**src/rtl/serial_digit_chain_driver.sv**
```systemverilog
// Serial driver for a chain of 74HC595-style digit shift registers: fetch, shift MSB-first, latch.
// Optional SERIAL_CHAIN_BLANK_EN adds a 'blank' input that loads zeros instead of seg_data.
module serial_digit_chain_driver #(
    parameter int NUM_DIGITS = 6,
    parameter int SEG_BITS   = 8,
    parameter int DIGIT_W    = (NUM_DIGITS > 1) ? $clog2(NUM_DIGITS) : 1
) (
    input  logic                clk,
    input  logic                reset_n,
    input  logic                start,
    input  logic                continuous,
    input  logic [SEG_BITS-1:0] seg_data,
`ifdef SERIAL_CHAIN_BLANK_EN
    input  logic                blank,
`endif
    output logic [DIGIT_W-1:0]  digit_sel,
    output logic                busy,
    output logic                ser_data,
    output logic                ext_clk,
    output logic                ext_latch,
    output logic                frame_done
);

    localparam int CNT_W = (SEG_BITS > 1) ? $clog2(SEG_BITS) : 1;
    localparam logic [CNT_W-1:0]   LAST_BIT   = CNT_W'(SEG_BITS - 1);
    localparam logic [DIGIT_W-1:0] LAST_DIGIT = DIGIT_W'(NUM_DIGITS - 1);

    typedef enum logic [1:0] {
        IDLE  = 2'd0,
        LOAD  = 2'd1,
        SHIFT = 2'd2,
        LATCH = 2'd3
    } state_t;

    state_t              state_q, state_d;
    logic [DIGIT_W-1:0]  digit_q, digit_d;
    logic [CNT_W-1:0]    bit_cnt_q, bit_cnt_d;
    logic                phase_q, phase_d;
    logic [SEG_BITS-1:0] sr_q, sr_d;
    logic [SEG_BITS-1:0] load_val;

    logic busy_q, busy_d;
    logic ser_data_q, ser_data_d;
    logic ext_clk_q, ext_clk_d;
    logic ext_latch_q, ext_latch_d;
    logic frame_done_q, frame_done_d;

`ifdef SERIAL_CHAIN_BLANK_EN
    assign load_val = blank ? '0 : seg_data;
`else
    assign load_val = seg_data;
`endif

    always_comb begin
        state_d   = state_q;
        digit_d   = digit_q;
        bit_cnt_d = bit_cnt_q;
        phase_d   = phase_q;
        sr_d      = sr_q;
        case (state_q)
            IDLE: begin
                if (start || continuous) begin
                    state_d = LOAD;
                    digit_d = '0;
                end
            end
            LOAD: begin
                sr_d      = load_val;
                bit_cnt_d = '0;
                phase_d   = 1'b0;
                state_d   = SHIFT;
            end
            SHIFT: begin
                if (!phase_q) begin
                    phase_d = 1'b1;
                end else begin
                    // Falling edge of ext_clk: advance to the next bit
                    phase_d = 1'b0;
                    sr_d    = sr_q << 1;
                    if (bit_cnt_q == LAST_BIT) begin
                        bit_cnt_d = '0;
                        if (digit_q == LAST_DIGIT) begin
                            state_d = LATCH;
                        end else begin
                            digit_d = digit_q + DIGIT_W'(1);
                            state_d = LOAD;
                        end
                    end else begin
                        bit_cnt_d = bit_cnt_q + CNT_W'(1);
                    end
                end
            end
            LATCH: begin
                digit_d = '0;
                state_d = continuous ? LOAD : IDLE;
            end
            default: begin
                state_d = IDLE;
            end
        endcase
    end

    // Outputs are decoded from next-state values so they can be registered without lag
    always_comb begin
        busy_d       = (state_d != IDLE);
        ext_clk_d    = (state_d == SHIFT) && phase_d;
        ser_data_d   = (state_d == SHIFT) ? sr_d[SEG_BITS-1] : 1'b0;
        ext_latch_d  = (state_d == LATCH);
        frame_done_d = (state_d == LATCH);
    end

    always_ff @(posedge clk or negedge reset_n) begin
        if (!reset_n) begin
            state_q      <= IDLE;
            digit_q      <= '0;
            bit_cnt_q    <= '0;
            phase_q      <= 1'b0;
            sr_q         <= '0;
            busy_q       <= 1'b0;
            ser_data_q   <= 1'b0;
            ext_clk_q    <= 1'b0;
            ext_latch_q  <= 1'b0;
            frame_done_q <= 1'b0;
        end else begin
            state_q      <= state_d;
            digit_q      <= digit_d;
            bit_cnt_q    <= bit_cnt_d;
            phase_q      <= phase_d;
            sr_q         <= sr_d;
            busy_q       <= busy_d;
            ser_data_q   <= ser_data_d;
            ext_clk_q    <= ext_clk_d;
            ext_latch_q  <= ext_latch_d;
            frame_done_q <= frame_done_d;
        end
    end

    assign digit_sel  = digit_q;
    assign busy       = busy_q;
    assign ser_data   = ser_data_q;
    assign ext_clk    = ext_clk_q;
    assign ext_latch  = ext_latch_q;
    assign frame_done = frame_done_q;

endmodule
```
**config.mk**
```make
export PLATFORM = sky130hd
export DESIGN_NAME = serial_digit_chain_driver
export DESIGN_NICKNAME = d
export VERILOG_FILES = /design/src/rtl/serial_digit_chain_driver.sv
export SDC_FILE = /design/constraint.sdc
export NUM_CORES = 1
export LEC_CHECK = 0
export BUFFER_PORTS_ARGS = -buffer_cell sky130_fd_sc_hd__buf_2
export CORE_ASPECT_RATIO = 0.6
export CORE_UTILIZATION = 45
export DETAILED_ROUTE_END_ITERATION = 10
export HOLD_SLACK_MARGIN = 0.03
export PLACE_DENSITY = 0.67
export SKIP_CTS_REPAIR_TIMING = 1
export SYNTH_ARGS = -nofsm -noshare
export SYNTH_HDL_FRONTEND = slang
export SYNTH_SLANG_ARGS = --single-unit
```
**constraint.sdc**
```tcl
create_clock -name clk -period 1.96 [get_ports clk]
set_input_delay 0.196 -clock clk [delete_from_list [all_inputs] [get_ports clk]]
set_output_delay 0.196 -clock clk [all_outputs]
set_load 0.05 [all_outputs]
```
==> impl_metrics.env, run 1 <==
export IMPL_drive_above_1_share=0.2290
export IMPL_grt_use_total=0.2012
export IMPL_ir_drop_uv=453.8
export IMPL_synth_area_top_cells="dfrtp_1 47%, ha_1 10%, a22oi_1 4.0%"
export IMPL_path_max_fanout=8
export IMPL_wire_per_inst_um=13.53
export IMPL_drtIter0Drc=40
export IMPL_tritoncts="done"
export IMPL_wl_met2_um=903
export IMPL_finalSetupViolCount=0
export IMPL_port_buffers=19
export IMPL_yosysWarningCount=0
export IMPL_yosys_cell_types_count=35
export IMPL_cts_clk_slew_worst_paths_ps=70
export IMPL_root_buffer="clkbuf_8"
export IMPL_grt_pass1_wl_mm=3.691
export IMPL_rsz0062_at_grt="no"
export IMPL_powerDensity_nw_per_um2=575.2
export IMPL_crit_start="state_q[1]$_DFF_PN0_"
export IMPL_clockPowerShare=0.377
export IMPL_route_detailed_drc=0
export IMPL_cp_required_ps=2100
export IMPL_fin_hold_ws_ps=165.6
export IMPL_clk_latency_ps=260
export IMPL_grt_pass1_vias=810
export IMPL_yosysTopAreaCellShare=0.4688
export IMPL_crit_type="reg2reg"
export IMPL_combinationalPowerShare=0.038
export IMPL_yosysTopAreaCell="dfrtp_1"
export IMPL_cp_slowest_cell="dfrtp_1"
export IMPL_synth_edf_count=0
export IMPL_r2r_start="state_q[1]$_DFF_PN0_"
export IMPL_synthFlopType="dfrtp_1"
export IMPL_io_pins=20
export IMPL_p_leak_nw=0.6189
export IMPL_clock_skew_ps=3.344
export IMPL_fin_setup_tns_ps=0
export IMPL_area_delta_synth_final_pct=15.40
export IMPL_relSlewSlack=0.6845
export IMPL_worst_pin_slew_ps=473.3
export IMPL_hold_start="seg_data[0]"
export IMPL_met1_length_mm=1.131
export IMPL_p_sw_frac=0.2073
export IMPL_netSwitchingPower_w=0.0001543
export IMPL_slowest_delay_ps=430
export IMPL_cts_buffers=3
export IMPL_initial_utilization=0.4958
export IMPL_synth_cells=110
export IMPL_syn_cell_area_um2=1121
export IMPL_fin_crit_sh=0.9293
export IMPL_avgSynthCellArea_um2=10.19
export IMPL_antenna_found_initial=0
export IMPL_n_antenna_cell=0
export IMPL_async_reset_ff_frac=1.000
export IMPL_num_nets_final=153
export IMPL_hold_viol=0
export IMPL_dieArea_um2=2701
export IMPL_ant_nets=0
export IMPL_grt_start_max_net_pins=22
export IMPL_worstPathArrival_ps=1970
export IMPL_placement_rows=13
export IMPL_synth_common_cells="21 x dfrtp_1, 12 x nand2_1, 9 x ha_1, 8 x o21ai_0, 7 x inv_1"
export IMPL_p_seq_frac=0.585
export IMPL_htreeDepth=1
export IMPL_syn_nets=131
export IMPL_slew_violations=0
export IMPL_wl_met3_um=123
export IMPL_die_w_um=66.44
export IMPL_startpoint_type="flop"
export IMPL_period_needed_ps=1821
export IMPL_crit_path_end_kind="flop"
export IMPL_routed_wl_mm=2.179
export IMPL_cts_sinks=21
export IMPL_status="finished, final reports clean"
export IMPL_path_cells="inv_1 > ha_1 > a221oi_4 > mux2_1"
export IMPL_dr_total_vias=864
export IMPL_finish_utilization=0.5722
export IMPL_dr_max_layer_used="met4"
export IMPL_synth_seq_area_share=0.4688
export IMPL_first_pass_iters=4
export IMPL_fmax_mhz=549.0
export IMPL_maxCapViolCount=0
export IMPL_via_per_inst=5.366
export IMPL_dp_hpwl_mm=1.659
export IMPL_intPower_w=0.0005899
export IMPL_core_um2=2261
export IMPL_grt_ovfl_total=0
export IMPL_die_height_um=40.66
export IMPL_synth_seq_cells=21
export IMPL_hold_path_class="in2reg"
export IMPL_gp_congestion=0.7712
export IMPL_synth_most_common_cell="dfrtp_1"
export IMPL_clockBufferDepth=2
-- cell type report --
class / count / area [µm²]
Clock buffer: 4 / 45.04
Fill cell: 218 / 967.2
Inverter: 8 / 30.03
Multi-Input combinational cell: 75 / 528.0
Sequential cell: 21 / 525.5
Tap cell: 30 / 37.54
Timing Repair Buffer: 23 / 127.6
-- sequential cells by signal, indices dropped and copies added, names as in the netlist --
name        flops
sr_q            8
frame_done      1
ext_clk         1
ser_data        1
phase_q         1
bit_cnt_q       3
busy            1
state_q         2
digit_sel       3
-- per-layer routing --
metal / track usage / vias to the layer above
li1: - / 427
met1: 0.2723 / 418
met2: 0.2934 / 17
met3: 0.08056 / 2
met4: 0.07447 / 0
met5: 0 / -
-- critical path: cells and delay by family, from the launching register on --
kind / cells / cell delay, ps
compound gates: 1 / 380
mux: 1 / 360
fa+ha+maj: 1 / 430
buf+inv: 1 / 110
flops: 1 / 430
-- cell usage in the layout, fill, tap and decap left out, types with 2 or more instances in the layout --
cell type / n
dfrtp_1: 21
buf_2: 19
nand2_1: 12
ha_1: 9
o21ai_0: 8
inv_1: 7
nor2_1: 6
a22oi_1: 6
o21ai_1: 5
nand3_1: 4
nor2b_1: 3
clkbuf_8: 3
buf_4: 3
a31oi_1: 2
o2bb2ai_1: 2
-- power groups by stage --
stage	clock, W	sequential (W)	combinational [W]
CTS	0.000287	0.000435	0.0000276
global placement	0	0.000444	0.0000267
finish	0.000281	0.000435	0.0000283
detailed placement	0	0.000444	0.0000276
global route	0.000311	0.000435	0.0000317
floorplan	0	0.000448	0.00000217
-- final timing paths --
check,slack [ps],cells after the start,end
max,140,4,digit_sel[0]$_DFFE_PN0P_
min,170,3,sr_q[0]$_DFFE_PN0P_
max reg2reg,140,4,digit_sel[0]$_DFFE_PN0P_
min reg2reg,480,2,sr_q[1]$_DFFE_PN0P_
max in group asynchronous,1210,2,state_q[1]$_DFF_PN0_
min in group asynchronous,420,2,sr_q[7]$_DFF_PN0_
-- stage by stage --
stage / total power (W) / setup WS, ps / cells / area (µm²)
global placement: 0.0004705 / 216.0 / 156 / 1239
finish: 0.0007442 / 138.7 / 161 / 1294
global route: 0.0007777 / 32.35 / 161 / 1294
floorplan: 0.0004498 / 155.4 / 110 / 1121
CTS: 0.0007497 / 141.3 / 160 / 1284
detailed placement: 0.0004715 / 153.0 / 156 / 1239
-- logic make-up after synthesis --
group / after synthesis / synth area share
adders and majority gates: 9 / 0.1004
muxes: 3 / 0.02902
AOI/OAI and AO/OA: 31 / 0.2031
DFF: 21 / 0.4687
and+or+nand+nor: 32 / 0.1384
buffers and inverters: 14 / 0.06026
(Power assumes the default switching activity.)
==> run 2, diff against run 1 <==
--- a/config.mk
+++ b/config.mk
@@ -6,11 +6,13 @@
 export NUM_CORES = 1
 export LEC_CHECK = 0
 export BUFFER_PORTS_ARGS = -buffer_cell sky130_fd_sc_hd__buf_2
+export CELL_PAD_IN_SITES_DETAIL_PLACEMENT = 1
+export CELL_PAD_IN_SITES_GLOBAL_PLACEMENT = 2
 export CORE_ASPECT_RATIO = 0.6
-export CORE_UTILIZATION = 45
+export CORE_UTILIZATION = 34
 export DETAILED_ROUTE_END_ITERATION = 10
 export HOLD_SLACK_MARGIN = 0.03
-export PLACE_DENSITY = 0.67
+export PLACE_DENSITY_LB_ADDON = 0.1
 export SKIP_CTS_REPAIR_TIMING = 1
 export SYNTH_ARGS = -nofsm -noshare
 export SYNTH_HDL_FRONTEND = slang
==> constraint.sdc (replaced) <==
create_clock -name clk -period 2 [get_ports clk]
set_input_delay 0.2 -clock clk [delete_from_list [all_inputs] [get_ports clk]]
set_output_delay 0.2 -clock clk [all_outputs]
set_load 0.05 [all_outputs]
==> impl_metrics.env, run 2 (same netlist as run 1, synthesis figures left out) <==
export IMPL_num_nets_final=152
export IMPL_design_power_total_w=0.0007406
export IMPL_netSwitchingPower_w=0.0001656
export IMPL_relSlewSlack=0.6795
export IMPL_port_buffers=19
export IMPL_area_delta_synth_final_pct=16.41
export IMPL_drive_above_1_share=0.2385
export IMPL_powerDensity_nw_per_um2=567.5
export IMPL_die_height_um=46.48
export IMPL_clock_skew_ps=5.743
export IMPL_p_leak_nw=0.6163
export IMPL_maxCapViolCount=0
export IMPL_cts_buffers=3
export IMPL_via_per_inst=4.843
export IMPL_crit_type="reg2reg"
export IMPL_largest_reg_flops=8
export IMPL_hold_viol=0
export IMPL_ant_nets=0
export IMPL_cp_required_ps=2150
export IMPL_dr_total_vias=833
export IMPL_grt_ovfl_total=0
export IMPL_htreeDepth=1
export IMPL_drtIter0Drc=23
export IMPL_tritoncts="done"
export IMPL_hold_path_class="in2reg"
export IMPL_worstHoldPathCells=3
export IMPL_postLayoutCellArea_um2=1305
export IMPL_initial_utilization=0.3733
export IMPL_worstPathArrival_ps=1990
export IMPL_p_seq_frac=0.576
export IMPL_dieArea_um2=3539
export IMPL_top_register="sr_q"
export IMPL_fin_crit_sh=0.9220
export IMPL_grt_pass1_vias=846
export IMPL_hold_path_endpoint="sr_q[0]$_DFFE_PN0P_"
export IMPL_p_sw_frac=0.2236
export IMPL_clk_latency_ps=270
export IMPL_place_area_um2=1246
export IMPL_antenna_found_initial=0
export IMPL_grt_pass1_wl_mm=4.146
export IMPL_r2r_end="digit_sel[0]$_DFFE_PN0P_"
export IMPL_cts_clk_slew_worst_paths_ps=80
export IMPL_route_detailed_drc=0
export IMPL_final_cell_mix="21 x dfrtp_1, 19 x buf_2, 12 x nand2_1, 8 x o21ai_0, 8 x ha_1"
export IMPL_root_buffer="clkbuf_8"
export IMPL_reg2reg_slack_ps=160
export IMPL_cts_sinks=21
export IMPL_grt_start_max_net_pins=22
export IMPL_hold_start="seg_data[0]"
export IMPL_final_common_cell="dfrtp_1"
export IMPL_slowest_delay_ps=420
export IMPL_n_antenna_cell=0
export IMPL_ir_drop_uv=380.5
export IMPL_cp_slowest_cell="dfrtp_1"
export IMPL_io_pins=20
export IMPL_grt_use_total=0.1580
export IMPL_worstRegToRegCells=5
export IMPL_clockBufferDepth=2
export IMPL_core_um2=3003
export IMPL_path_max_fanout=7
export IMPL_path_cells="inv_1 > ha_1 > inv_2 > a221oi_4 > mux2_1"
export IMPL_period_needed_ps=1844
export IMPL_slew_violations=0
export IMPL_routed_wl_mm=2.371
export IMPL_combinationalPowerShare=0.038
export IMPL_r2r_start="state_q[0]$_DFF_PN0_"
export IMPL_finish_utilization=0.4346
export IMPL_worst_pin_slew_ps=480.7
export IMPL_die_w_um=76.13
export IMPL_clockPowerShare=0.387
export IMPL_gp_congestion=0.7519
export IMPL_wire_per_inst_um=13.78
export IMPL_finalSetupViolCount=0
export IMPL_startpoint_type="flop"
export IMPL_placement_rows=15
export IMPL_crit_path_end_kind="flop"
export IMPL_fmax_mhz=542.3
export IMPL_dp_hpwl_mm=1.780
export IMPL_fin_setup_tns_ps=0
export IMPL_status="finished, final reports clean"
export IMPL_intPower_w=0.0005750
export IMPL_first_pass_iters=6
export IMPL_rsz0062_at_grt="no"
[run 2: worst max path at each step]
stage	start	to	slack, ps	cells past startpoint
after floorplan	digit_sel[1]$_DFFE_PN0P_	digit_sel[0]$_DFFE_PN0P_	200	6
after global placement	state_q[0]$_DFF_PN0_	digit_sel[0]$_DFFE_PN0P_	160	5
after detailed placement	state_q[0]$_DFF_PN0_	digit_sel[0]$_DFFE_PN0P_	160	4
after CTS	state_q[0]$_DFF_PN0_	digit_sel[0]$_DFFE_PN0P_	150	4
after global routing	state_q[0]$_DFF_PN0_	digit_sel[0]$_DFFE_PN0P_	40	5
final	state_q[0]$_DFF_PN0_	digit_sel[0]$_DFFE_PN0P_	160	5
[run 2: power by group through the flow]
stage / clock (W) / sequential (W) / combinational (W)
floorplan: 0 / 0.000439 / 0.00000213
global placement: 0 / 0.000435 / 0.0000269
detailed placement: 0 / 0.000435 / 0.0000272
CTS: 0.000295 / 0.000426 / 0.0000273
global route: 0.000310 / 0.000427 / 0.0000314
finish: 0.000286 / 0.000426 / 0.0000279
[run 2: routing by layer]
metal  wire length (µm)  vias up  share of wire  global-route usage
met5                  0        -              0                   0
li1                   -      423              -                   -
met2                942       14           0.40              0.2309
met4                  8        0         0.0034             0.04615
met3                 91        2          0.038             0.04950
met1               1328      394           0.56              0.2241
[run 2: critical path: cells and delay by family, from the launching register on]
| family | cells | cell delay (ps) |
|---|---|---|
| AO/OA/AOI/OAI | 1 | 360 |
| adder cells (fa/ha/maj) | 1 | 310 |
| buffers and inverters | 2 | 280 |
| flip-flops | 1 | 420 |
| multiplexers | 1 | 360 |
[run 2: through the flow]
stage / instances / worst slack (ps) / hold slack (ps)
6_report: 172 / 156.1 / 171.7
5_1_grt: 172 / 40.55 / 192.0
4_1_cts: 171 / 147.6 / -101.1
3_5_place_dp: 167 / 156.1 / 190.1
3_3_place_gp: 167 / 160.4 / 188.9
2_1_floorplan: 110 / 195.4 / -95.59
[run 2: cell type report]
type / count / area (µm²)
flip-flops and latches: 21 / 525.5
fillers: 352 / 1698
inverters: 8 / 30.03
multi-input cells: 75 / 530.5
clock inverters: 1 / 5.005
well taps: 42 / 52.55
repair buffers: 22 / 120.1
clock buffers: 3 / 41.29
